--- config.mk ---
export PLATFORM = sky130hd
export DESIGN_NAME = countdown_sequencer
export DESIGN_NICKNAME = d
export VERILOG_FILES = /design/src/rtl/countdown_sequencer.sv
export SDC_FILE = /design/constraint.sdc
export NUM_CORES = 1
export LEC_CHECK = 0
export ABC_AREA = 0
export BUFFER_PORTS_ARGS = -buffer_cell sky130_fd_sc_hd__clkbuf_2
export CORE_ASPECT_RATIO = 0.6
export CORE_UTILIZATION = 40
export DETAILED_ROUTE_END_ITERATION = 12
export MAX_ROUTING_LAYER = met4
export SYNTH_ARGS = -nofsm -noshare
export SYNTH_HDL_FRONTEND = slang
export SYNTH_SLANG_ARGS = --single-unit
--- constraint.sdc ---
create_clock -name clk -period 3.4 [get_ports clk]
set_clock_uncertainty 0.1 [all_clocks]
set_input_delay 0.34 -clock clk [delete_from_list [all_inputs] [get_ports clk]]
set_output_delay 0.34 -clock clk [all_outputs]
set_load 0.02 [all_outputs]
--- src/rtl/countdown_sequencer.sv ---
// Job-queue front end for the countdown timer: buffers presets, issues them one
// at a time, and reports each job as done or errored.
module countdown_sequencer #(
    parameter int WIDTH       = 7,
    parameter int DEPTH       = 4,
    parameter int ACK_TIMEOUT = 4,
    parameter int GAP_CYCLES  = 2
) (
    input  logic                       clk,
    input  logic                       rst_n,
    input  logic                       in_valid,
    input  logic [WIDTH-1:0]           in_data,
    output logic                       in_ready,
    output logic                       cd_start,
    output logic [WIDTH-1:0]           cd_preset,
    input  logic [WIDTH-1:0]           cd_count,
    input  logic                       cd_active,
    output logic                       job_done,
    output logic                       job_err,
    output logic                       busy,
    output logic [$clog2(DEPTH+1)-1:0] fifo_level
);

    localparam int LW   = $clog2(DEPTH + 1);
    localparam int PW   = (DEPTH > 1) ? $clog2(DEPTH) : 1;
    localparam int CMAX = (ACK_TIMEOUT > GAP_CYCLES) ? ACK_TIMEOUT : GAP_CYCLES;
    localparam int CW   = (CMAX > 0) ? $clog2(CMAX + 1) : 1;

    localparam logic [CW-1:0] ACK_LAST = CW'(ACK_TIMEOUT - 1);
    localparam logic [CW-1:0] GAP_LAST = CW'(GAP_CYCLES);
    localparam logic [PW-1:0] PTR_LAST = PW'(DEPTH - 1);
    localparam logic [LW-1:0] LVL_FULL = LW'(DEPTH);

    typedef enum logic [2:0] {
        IDLE,
        ISSUE,
        WAIT_ACT,
        RUN,
        GAP
    } state_t;

    state_t           state;
    state_t           state_next;
    logic [WIDTH-1:0] mem [DEPTH];
    logic [PW-1:0]    wr_ptr;
    logic [PW-1:0]    rd_ptr;
    logic [LW-1:0]    level;
    logic [LW-1:0]    level_next;
    logic [CW-1:0]    cnt;
    logic [CW-1:0]    cnt_next;
    logic [WIDTH-1:0] head;
    logic             push;
    logic             pop;
    logic             done_next;
    logic             err_next;

    function automatic logic [PW-1:0] ptr_inc(input logic [PW-1:0] p);
        return (p == PTR_LAST) ? '0 : p + 1'b1;
    endfunction

    // Ready depends on level only: a full FIFO never accepts, even while popping.
    assign in_ready   = (level < LVL_FULL);
    assign push       = in_valid && in_ready;
    assign head       = mem[rd_ptr];
    assign fifo_level = level;
    assign busy       = (state != IDLE);
    assign cd_start   = (state == ISSUE);

    always_comb begin
        level_next = level;
        unique case ({push, pop})
            2'b10:   level_next = level + 1'b1;
            2'b01:   level_next = level - 1'b1;
            default: level_next = level;
        endcase
    end

    always_comb begin
        state_next = state;
        cnt_next   = cnt;
        done_next  = 1'b0;
        err_next   = 1'b0;
        pop        = 1'b0;
        unique case (state)
            IDLE: begin
                if (level != '0) begin
                    pop = 1'b1;
                    if (head != '0) begin
                        state_next = ISSUE;
                    end else begin
                        // A zero preset needs no countdown run at all.
                        done_next  = 1'b1;
                        cnt_next   = '0;
                        state_next = GAP;
                    end
                end
            end
            ISSUE: begin
                cnt_next   = '0;
                state_next = WAIT_ACT;
            end
            WAIT_ACT: begin
                if (cd_active) begin
                    state_next = RUN;
                end else if (cnt == ACK_LAST) begin
                    err_next   = 1'b1;
                    cnt_next   = '0;
                    state_next = GAP;
                end else begin
                    cnt_next = cnt + 1'b1;
                end
            end
            RUN: begin
                if (!cd_active) begin
                    // Stopping short of zero means the countdown was aborted.
                    if (cd_count == '0) begin
                        done_next = 1'b1;
                    end else begin
                        err_next = 1'b1;
                    end
                    cnt_next   = '0;
                    state_next = GAP;
                end
            end
            GAP: begin
                if (cnt == GAP_LAST) begin
                    state_next = IDLE;
                end else begin
                    cnt_next = cnt + 1'b1;
                end
            end
            default: begin
                state_next = IDLE;
            end
        endcase
    end

    always_ff @(posedge clk) begin
        if (rst_n && push) begin
            mem[wr_ptr] <= in_data;
        end
    end

    always_ff @(posedge clk) begin
        if (!rst_n) begin
            state     <= IDLE;
            cnt       <= '0;
            wr_ptr    <= '0;
            rd_ptr    <= '0;
            level     <= '0;
            cd_preset <= '0;
            job_done  <= 1'b0;
            job_err   <= 1'b0;
        end else begin
            state    <= state_next;
            cnt      <= cnt_next;
            level    <= level_next;
            job_done <= done_next;
            job_err  <= err_next;
            if (push) begin
                wr_ptr <= ptr_inc(wr_ptr);
            end
            if (pop) begin
                rd_ptr    <= ptr_inc(rd_ptr);
                cd_preset <= head;
            end
        end
    end

endmodule

======== Word level (Yosys, flattened, before mapping) ========
Memories as Yosys holds them, arrays and structs flattened. A register that Yosys moved wholly into a read port is not among the register bits.
Index checks and enable logic that the tools add are counted.
storage, ports and cells
  register bits ........................... 22
  RAM bits ................................ 28
  bits of input ports ..................... 18
  logic and storage cells ................. 76
  memories ................................ 1
operators by class
  $add $sub $neg .......................... 5
  order comparisons ....................... 1
  eq/ne operators ......................... 17
  multiplexer cells ....................... 33
  reduce and logical (&&, ||, !) cells .... 11
memory list
  name  words  width  read ports  clocked after Yosys merged registers in  wr ports  RTL line  source
  mem   4      7      1           1                                        1         44        logic [WIDTH-1:0] mem [DEPTH];
operator list
  operator                                           number
  two-way mux 3 bit                                  12
  case mux 3 bit (5 select lines)                    2
  == test 3 x 2 -> 1 bit, second input constant      4
  two-way mux 1 bit                                  12
  inequality test 2 bit, second input constant       6
  two-way mux 2 bit                                  4
  zero test 7 bit                                    1
  nonzero test 7 bit                                 1
  adder 3 x 1 -> 3 bit, second input constant        2
  == test 2 bit, second input constant               3
  case mux 3 bit (2 select lines)                    1
  AND reduction 6 bit                                1
  nonzero test 3 bit                                 2
  nonzero test 5 bit                                 1
  adder 2 x 1 -> 2 bit, second input constant        2
  case mux 1 bit (2 select lines)                    2
  AND reduction 4 bit                                1
  == test 3 x 1 -> 1 bit, second input constant      1
  == test 3 bit, second input constant               1
  zero test 3 bit                                    1
  less-than comparator 3 bit, second input constant  1
  inequality test 3 bit, second input constant       1
  subtractor 3 x 1 -> 3 bit, second input constant   1
  == test 2 x 1 -> 1 bit, second input constant      1
  2 further kinds                                    3

======== Depth between registers and ports, before layout ========
Gate-level depths: netlist (run 1).
  depth after elaboration ................. 5
  mapped depth ............................ 10

======== Worst setup path before layout (run 1) ========
OpenSTA, ideal clock, no wires.
  kind .................................... reg-to-reg
  from .................................... register state[1]
  to ...................................... register level[2] (netlist: fifo_level[2])
  library setup time ...................... 0.076 ns
  arrival ................................. 2.363 ns
  required time ........................... 3.224 ns
  slack ................................... 0.861 ns
  cell stages (with the launch flop) ...... 11
  period minus slack after synthesis ...... 2.539 ns
  path through ............................ dfxtp_1 > clkbuf_1 > nor3_1 > inv_1 > nor2_4 > ha_1 > inv_1 > fa_1 > xor2_1 > or3_1 > a21boi_0
on the way
  cells in the longest elaborated chain, start to end .. 4
RTL lines
  what                                                                   RTL line  source
  start, declared                                                        42        state_t state;
  start signal, assigned                                                 155       state <= state_next;
  zero test 3 bit *                                                      84        unique case (state)
  two-way mux 1 bit *                                                    84
  == test 2 x 1 -> 1 bit or == test 2 bit (tied branches)                71        unique case ({push, pop})
  case mux 3 bit (2 select lines) or nonzero test 2 bit (tied branches)  --
  end signal, assigned                                                   157       level <= level_next;
  end, declared                                                          47        logic [LW-1:0] level;
Every way passes the cells marked *; elsewhere a longest branch is shown, timed or not.
A chain may end at the register's enable or synchronous reset.

======== Worst setup path after layout (run 1) ========
Ends and elaborated chain as after synthesis.

==> metrics.txt, run 1 <==
Critical Path Sink Type flop; net switching share of the total power 37.2%; clock root cell clkbuf_8; Internal 1.21 mW; area of the multi-input gates between 800 and 900 um^2; Fillers 471; CTS Buf Count 5; Max Clock Freq around 0.37 GHz; die width between 90 and 100 um; count of input and output buffers 32; CTS tree yes; PD cells 744 nW/um^2; Synth Area in Simple Gates approximately 15%; total congestion overflow 0; Tmin final between 2 and 3 ns; status completed; core area 5280 um^2; LEAKAGE 0.981 nW; worst-case clock buffer depth 2; Syn Inst Count around 170; Final Hold Fails 0; met2 Use GR around 24%; xor/xnor share of the synthesized area 0.765%; YS warnings 0; worst slack, placed 0.772 ns; DRC violations left 0; Antenna Cells 0; final total power 1.93 mW; gpl congestion between 0.8 and 0.9; I/O pin count 33; DRC violation total after the first TritonRoute iteration 31; Clk pwr share approximately 17%; required time of the critical path 3.52 ns; startpoint types flop; Setup TNS Final 0 ns; P_sw a little over 0.7 mW; Post-Synth Adder-Cell Area 6.34%; Cell Rows 20; max-slew violations 0; pin count of the biggest net entering global routing 26; post-synthesis compound-gate area fraction 4.59%; Routed Antenna Nets 0; drt pass-1 iters 4; peak supply drop 0.406 mV; die area 6040 um^2; Global Route met1 Usage 20.7%; period utilization between 70 and 80%; sequential power share 44.2%; Register Area 1320 um^2; syn nets 203; flops & latches, synth 52; Cell variety after synth 37; via density per instance 4.94; HPWL Detailed between 3000 and 4000 um; kind of critical path flop to flop; Gate power share about two fifths; die height just over 60 um; Avg Cell Area, Syn 13.2 um^2; vias in the first global route between 1,000 and 1,500; via count about 1,400; grt peak-use layer met2; first-pass GRT wire length 6710 um; met3 Use GR under 10%; Setup WS post-layout 0.720 ns; Post-Route WL between 4000 and 5000 um; initial core utilization between 40% and 50%; GRT Overall Usage 15.8%; final setup vio count 0; Hold Crit Class primary input to flop; synthesized area roughly 2300 um^2; share of layout cells above drive strength 1 21.1%; WP data arrival 2.80 ns; mux contribution to synthesized area 12.4%; Final nets 237; hold buffers post-CTS 0; initial antenna violation count 0; crit path max fanout 10; # Max-Cap Violations 0; Clock Latency Late Sink 0.30 ns; # clock sinks between 50 and 60; RSZ-0062 raised after global routing false; Slew headroom 50.4%; post-CTS setup buffers 0; worst slew pin tran 0.738 ns; Worst-path clk slew 0.09 ns; H-tree depth 2; area growth from synthesis to layout 13.6%; Seq/Total Area, Yosys 57.7%; routed len/inst 14.8 um; PostCTS Resize Cnt 0; main combinational cell family by area after synthesis simple AND/OR/NAND/NOR gates
## synth_stat cells
| master | number | area (um^2) |
|---|---|---|
| o32ai_1 | 1 | 8.76 |
| and3_1 | 4 | 25.0 |
| dfxtp_1 | 24 | 480 |
| nand2_1 | 7 | 26.3 |
| o21ai_0 | 3 | 15.0 |
| nor2_1 | 8 | 30.0 |
| mux2i_1 | 11 | 110 |
| xor2_1 | 1 | 8.76 |
| or3_1 | 3 | 18.8 |
| fa_1 | 1 | 20.0 |
| nand2b_1 | 6 | 37.5 |
| a31oi_2 | 1 | 12.5 |
| o22ai_1 | 1 | 6.26 |
| edfxtp_1 | 28 | 841 |
| and2_1 | 3 | 18.8 |
| o211ai_1 | 1 | 7.51 |
| a21oi_1 | 5 | 25.0 |
| ha_1 | 10 | 125 |
| nand3b_1 | 1 | 7.51 |
| xnor2_1 | 1 | 8.76 |
| o21a_1 | 2 | 15.0 |
| a21boi_0 | 2 | 15.0 |
| nand4_1 | 1 | 6.26 |
| nor4_4 | 1 | 21.3 |
| mux4_2 | 3 | 67.6 |
| or2b_1 | 1 | 7.51 |
| nor4_1 | 2 | 12.5 |
| nor4b_1 | 1 | 8.76 |
| nor2b_1 | 12 | 75.1 |
| inv_1 | 13 | 48.8 |
| mux4_1 | 4 | 105 |
| nand3_1 | 2 | 10.0 |
| buf_6 | 1 | 11.3 |
| clkbuf_1 | 4 | 15.0 |
| nor2_4 | 1 | 11.3 |
| nor3_1 | 3 | 15.0 |
| nor3_2 | 1 | 10.0 |
## state kept, by name (all words and copies together), names as in the netlist, named ones only
signal / flops
job_done: 1
wr_ptr: 2
mem: 28
job_err: 1
state: 3
cnt: 3
rd_ptr: 2
cd_preset: 7
fifo_level: 3
## power groups by stage
| stage | registers (mW) | logic [mW] | clock network [mW] |
|---|---|---|---|
| 6_report | 0.853 | 0.748 | 0.331 |
| 5_1_grt | 0.872 | 0.821 | 0.364 |
| 2_1_floorplan | 0.887 | 0.527 | 0 |
| 3_3_place_gp | 0.861 | 0.716 | 0 |
| 3_5_place_dp | 0.870 | 0.754 | 0 |
| 4_1_cts | 0.857 | 0.757 | 0.339 |
## logic make-up after synthesis
group / Yosys count
compound gates: 16
xor+xnor: 2
fa+ha+maj: 11
buf+inv: 18
flops: 52
mux: 18
simple gates: 57
## cell usage in the layout, fill, tap and decap left out, types with 2 or more instances in the layout
| master | instances |
|---|---|
| clkbuf_2 | 32 |
| edfxtp_1 | 28 |
| dfxtp_1 | 24 |
| inv_1 | 13 |
| nor2b_1 | 12 |
| mux2i_1 | 11 |
| ha_1 | 10 |
| nor2_1 | 8 |
| nand2_1 | 7 |
| nand2b_1 | 6 |
| a21oi_1 | 5 |
| clkbuf_8 | 5 |
| and3_1 | 4 |
| mux4_1 | 4 |
| nor3_1 | 3 |
| o21ai_0 | 3 |
| or3_1 | 3 |
| mux4_2 | 3 |
| and2_1 | 3 |
| a21boi_0 | 2 |
| nand3_1 | 2 |
| o21a_1 | 2 |
| nor4_1 | 2 |
| clkinv_1 | 2 |
## metrics by stage
stage	area, um^2	cells	utilization (%)	hold WS, ns
4_1_cts	2600	286	49.2	0.149
2_1_floorplan	2290	174	-	0.339
5_1_grt	2600	286	49.2	0.156
3_5_place_dp	2520	278	47.7	0.387
3_3_place_gp	2520	278	47.7	0.366
6_report	2600	286	49.2	0.153
## cell type report
type,instances,area share [%]
flip-flops and latches,52,50.8
multi-input cells,104,34.3
repair buffers,32,6.16
well taps,77,3.71
clock buffers,6,2.79
inverters,13,1.88
clock inverters,2,0.289
## path summary, 6_finish.rpt
| check | slack [ns] | depth (start not counted) | end | start |
|---|---|---|---|---|
| min reg2reg | 0.39 | 2 | cnt[1] | cnt[1] |
| max | 0.72 | 9 | fifo_level[2] | state[1] |
| max reg2reg | 0.72 | 9 | fifo_level[2] | state[1] |
| min | 0.15 | 1 | mem[3][1] | in_data[1] |
## per-layer routing
layer  part of all wire, %  wire length, um  up-vias
li1                      -                -      695
met1                    52             2190      676
met2                    44             1840       37
met3                   3.7              156        5
met4                  0.97               41        0
met5                     0                0        -
## critical path, stage by stage (launching register included)
cell	delay [ns]
dfxtp_1	0.39
nor3_1	0.25
inv_1	0.13
nor2_4	0.36
ha_1	0.26
inv_1	0.06
fa_1	0.38
xor2_1	0.18
or3_1	0.32
a21boi_0	0.18
Note: power is estimated with default switching activity, not from simulation.
==> run 2: changes to the inputs <==
==> constraint.sdc (replaced) <==
create_clock -name clk -period 2.45 [get_ports clk]
set_clock_uncertainty 0.1 [all_clocks]
set_input_delay 0.245 -clock clk [delete_from_list [all_inputs] [get_ports clk]]
set_output_delay 0.245 -clock clk [all_outputs]
set_load 0.02 [all_outputs]
==> metrics.txt, run 2 (synthesis results as in run 1) <==
status completed; kind of critical path flop to flop; Slew headroom about 73%; Worst-path clk slew 0.10 ns; non-filler cells, final 289; via count approximately 1,400; routed len/inst around 14 um; worst slew pin tran 0.405 ns; gpl congestion 0.733; DRC violations left 0; Clock Latency Late Sink between 0.3 and 0.4 ns; Critical Path Sink Type flop; drt pass-1 iters 4; max-slew violations 0; Max Clock Freq between 0.4 and 0.5 GHz; vias in the first global route 1,320; die width 99.7 um; CTS Buf Count 5; area growth from synthesis to layout 15.3%; clock root cell clkbuf_8; R2R setup slack 0.21 ns; I/O pin count 33; HPWL Detailed 3050 um; Cell Rows 20; R2R cell count 9; # clock sinks 52; worst r2r src state[1]; total congestion overflow 0; Post-Place Cells 281; worst-case clock buffer depth 2; final setup vio count 0; Top Registers mem: 28 flops, cd_preset: 7 flops; crit path to fifo_level[2]; Post-Route WL about 4000 um; required time of the critical path 2.58 ns; startpoint types flop; DRC violation total after the first TritonRoute iteration 64; GRT Overall Usage 15.1%; initial core utilization 43.3%; Final nets 240; die area just over 6000 um^2; die height 60.6 um; CP Launch Point state[1]; H-tree depth 2; hold buffers post-CTS 0; most common cell after layout, fill and taps aside clkbuf_2; LEAKAGE 0.995 nW; RSZ-0062 raised after global routing false; peak supply drop 0.569 mV; share of layout cells above drive strength 1 24.5%; Hold Crit Class primary input to flop; final instance area 2640 um^2; Routed Antenna Nets 0; Setup TNS Final 0 ns; dpl cell area roughly 2500 um^2; first-pass GRT wire length 6350 um; Final Hold Fails 0; Util after Layout 50.0%; post-CTS setup buffers 0; WP data arrival 2.37 ns; initial antenna violation count 0; number of flip-flops in the largest register 28; most frequent cells in the layout clkbuf_2, edfxtp_1, dfxtp_1; reg2reg end fifo_level[2]; pin count of the biggest net entering global routing 26; period utilization around nine tenths; crit path max fanout 9; CTS tree yes; PostCTS Resize Cnt 0; core area 5280 um^2; Tmin final 2.24 ns; Reg with most FFs mem; count of input and output buffers 32; via density per instance between 4 and 5; Fillers between 400 and 500; Antenna Cells 0; # Max-Cap Violations 0; PD cells 1040 nW/um^2
==> run 2: cell count changes in the layout (fill, tap and decap cells not counted), sizes merged <==
cell | before | now
buf | 0 | 3
clkinvlp | 0 | 2
clkbuf | 38 | 37
clkinv | 2 | 1
==> run 2: critical path: stages (launching register included) <==
cell      delay [ns]
dfxtp_1         0.40
nor3_2          0.24
inv_2           0.09
nor2_4          0.11
ha_1            0.18
inv_1           0.06
fa_1            0.37
xor2_1          0.16
or3_1           0.30
a21boi_0        0.16
==> run 2: worst min path at each step <==
stage / from / end / slack, ns / depth (start not counted)
floorplan: in_data[0] / mem[0][0] / 0.24 / 0
CTS: in_data[1] / mem[0][1] / 0.04 / 1
global route: in_data[1] / mem[1][1] / 0.03 / 1
finish: in_data[0] / mem[3][0] / 0.06 / 1
detailed placement: in_data[1] / mem[0][1] / 0.37 / 1
global placement: in_data[1] / mem[0][1] / 0.36 / 1
==> run 2: metrics by stage <==
stage	power, mW	hold slack (ns)	setup slack (ns)
finish	2.75	0.0585	0.211
global route	2.92	0.0350	0.0924
CTS	2.77	0.0409	0.212
detailed placement	2.28	0.372	0.254
global placement	2.25	0.357	0.297
floorplan	1.97	0.244	0.0351
==> run 2: area by class of cell <==
type / count / area [um^2] / area share, %
Clock inverter: 3 / 23.8 / 0.901
Sequential cell: 52 / 1320 / 50.1
Timing Repair Buffer: 35 / 183 / 6.92
Inverter: 13 / 48.8 / 1.85
Tap cell: 77 / 96.3 / 3.65
Multi-Input combinational cell: 104 / 897 / 34.0
Clock buffer: 5 / 68.8 / 2.61
==> run 2: metal layers <==
metal / routed length (um) / global-route usage [%] / up-vias
met4: 55 / 6.09 / 0
met5: 0 / - / -
met3: 158 / 4.49 / 7
met2: 1780 / 24.0 / 32
li1: - / - / 697
met1: 2020 / 18.5 / 664
==> run 2: power breakdown <==
part	leakage, nW	internal (mW)	switching [mW]
sequential	0.450	1.06	0.130
clock	0.0404	0.203	0.288
combinational	0.504	0.473	0.597
total	0.995	1.73	1.02
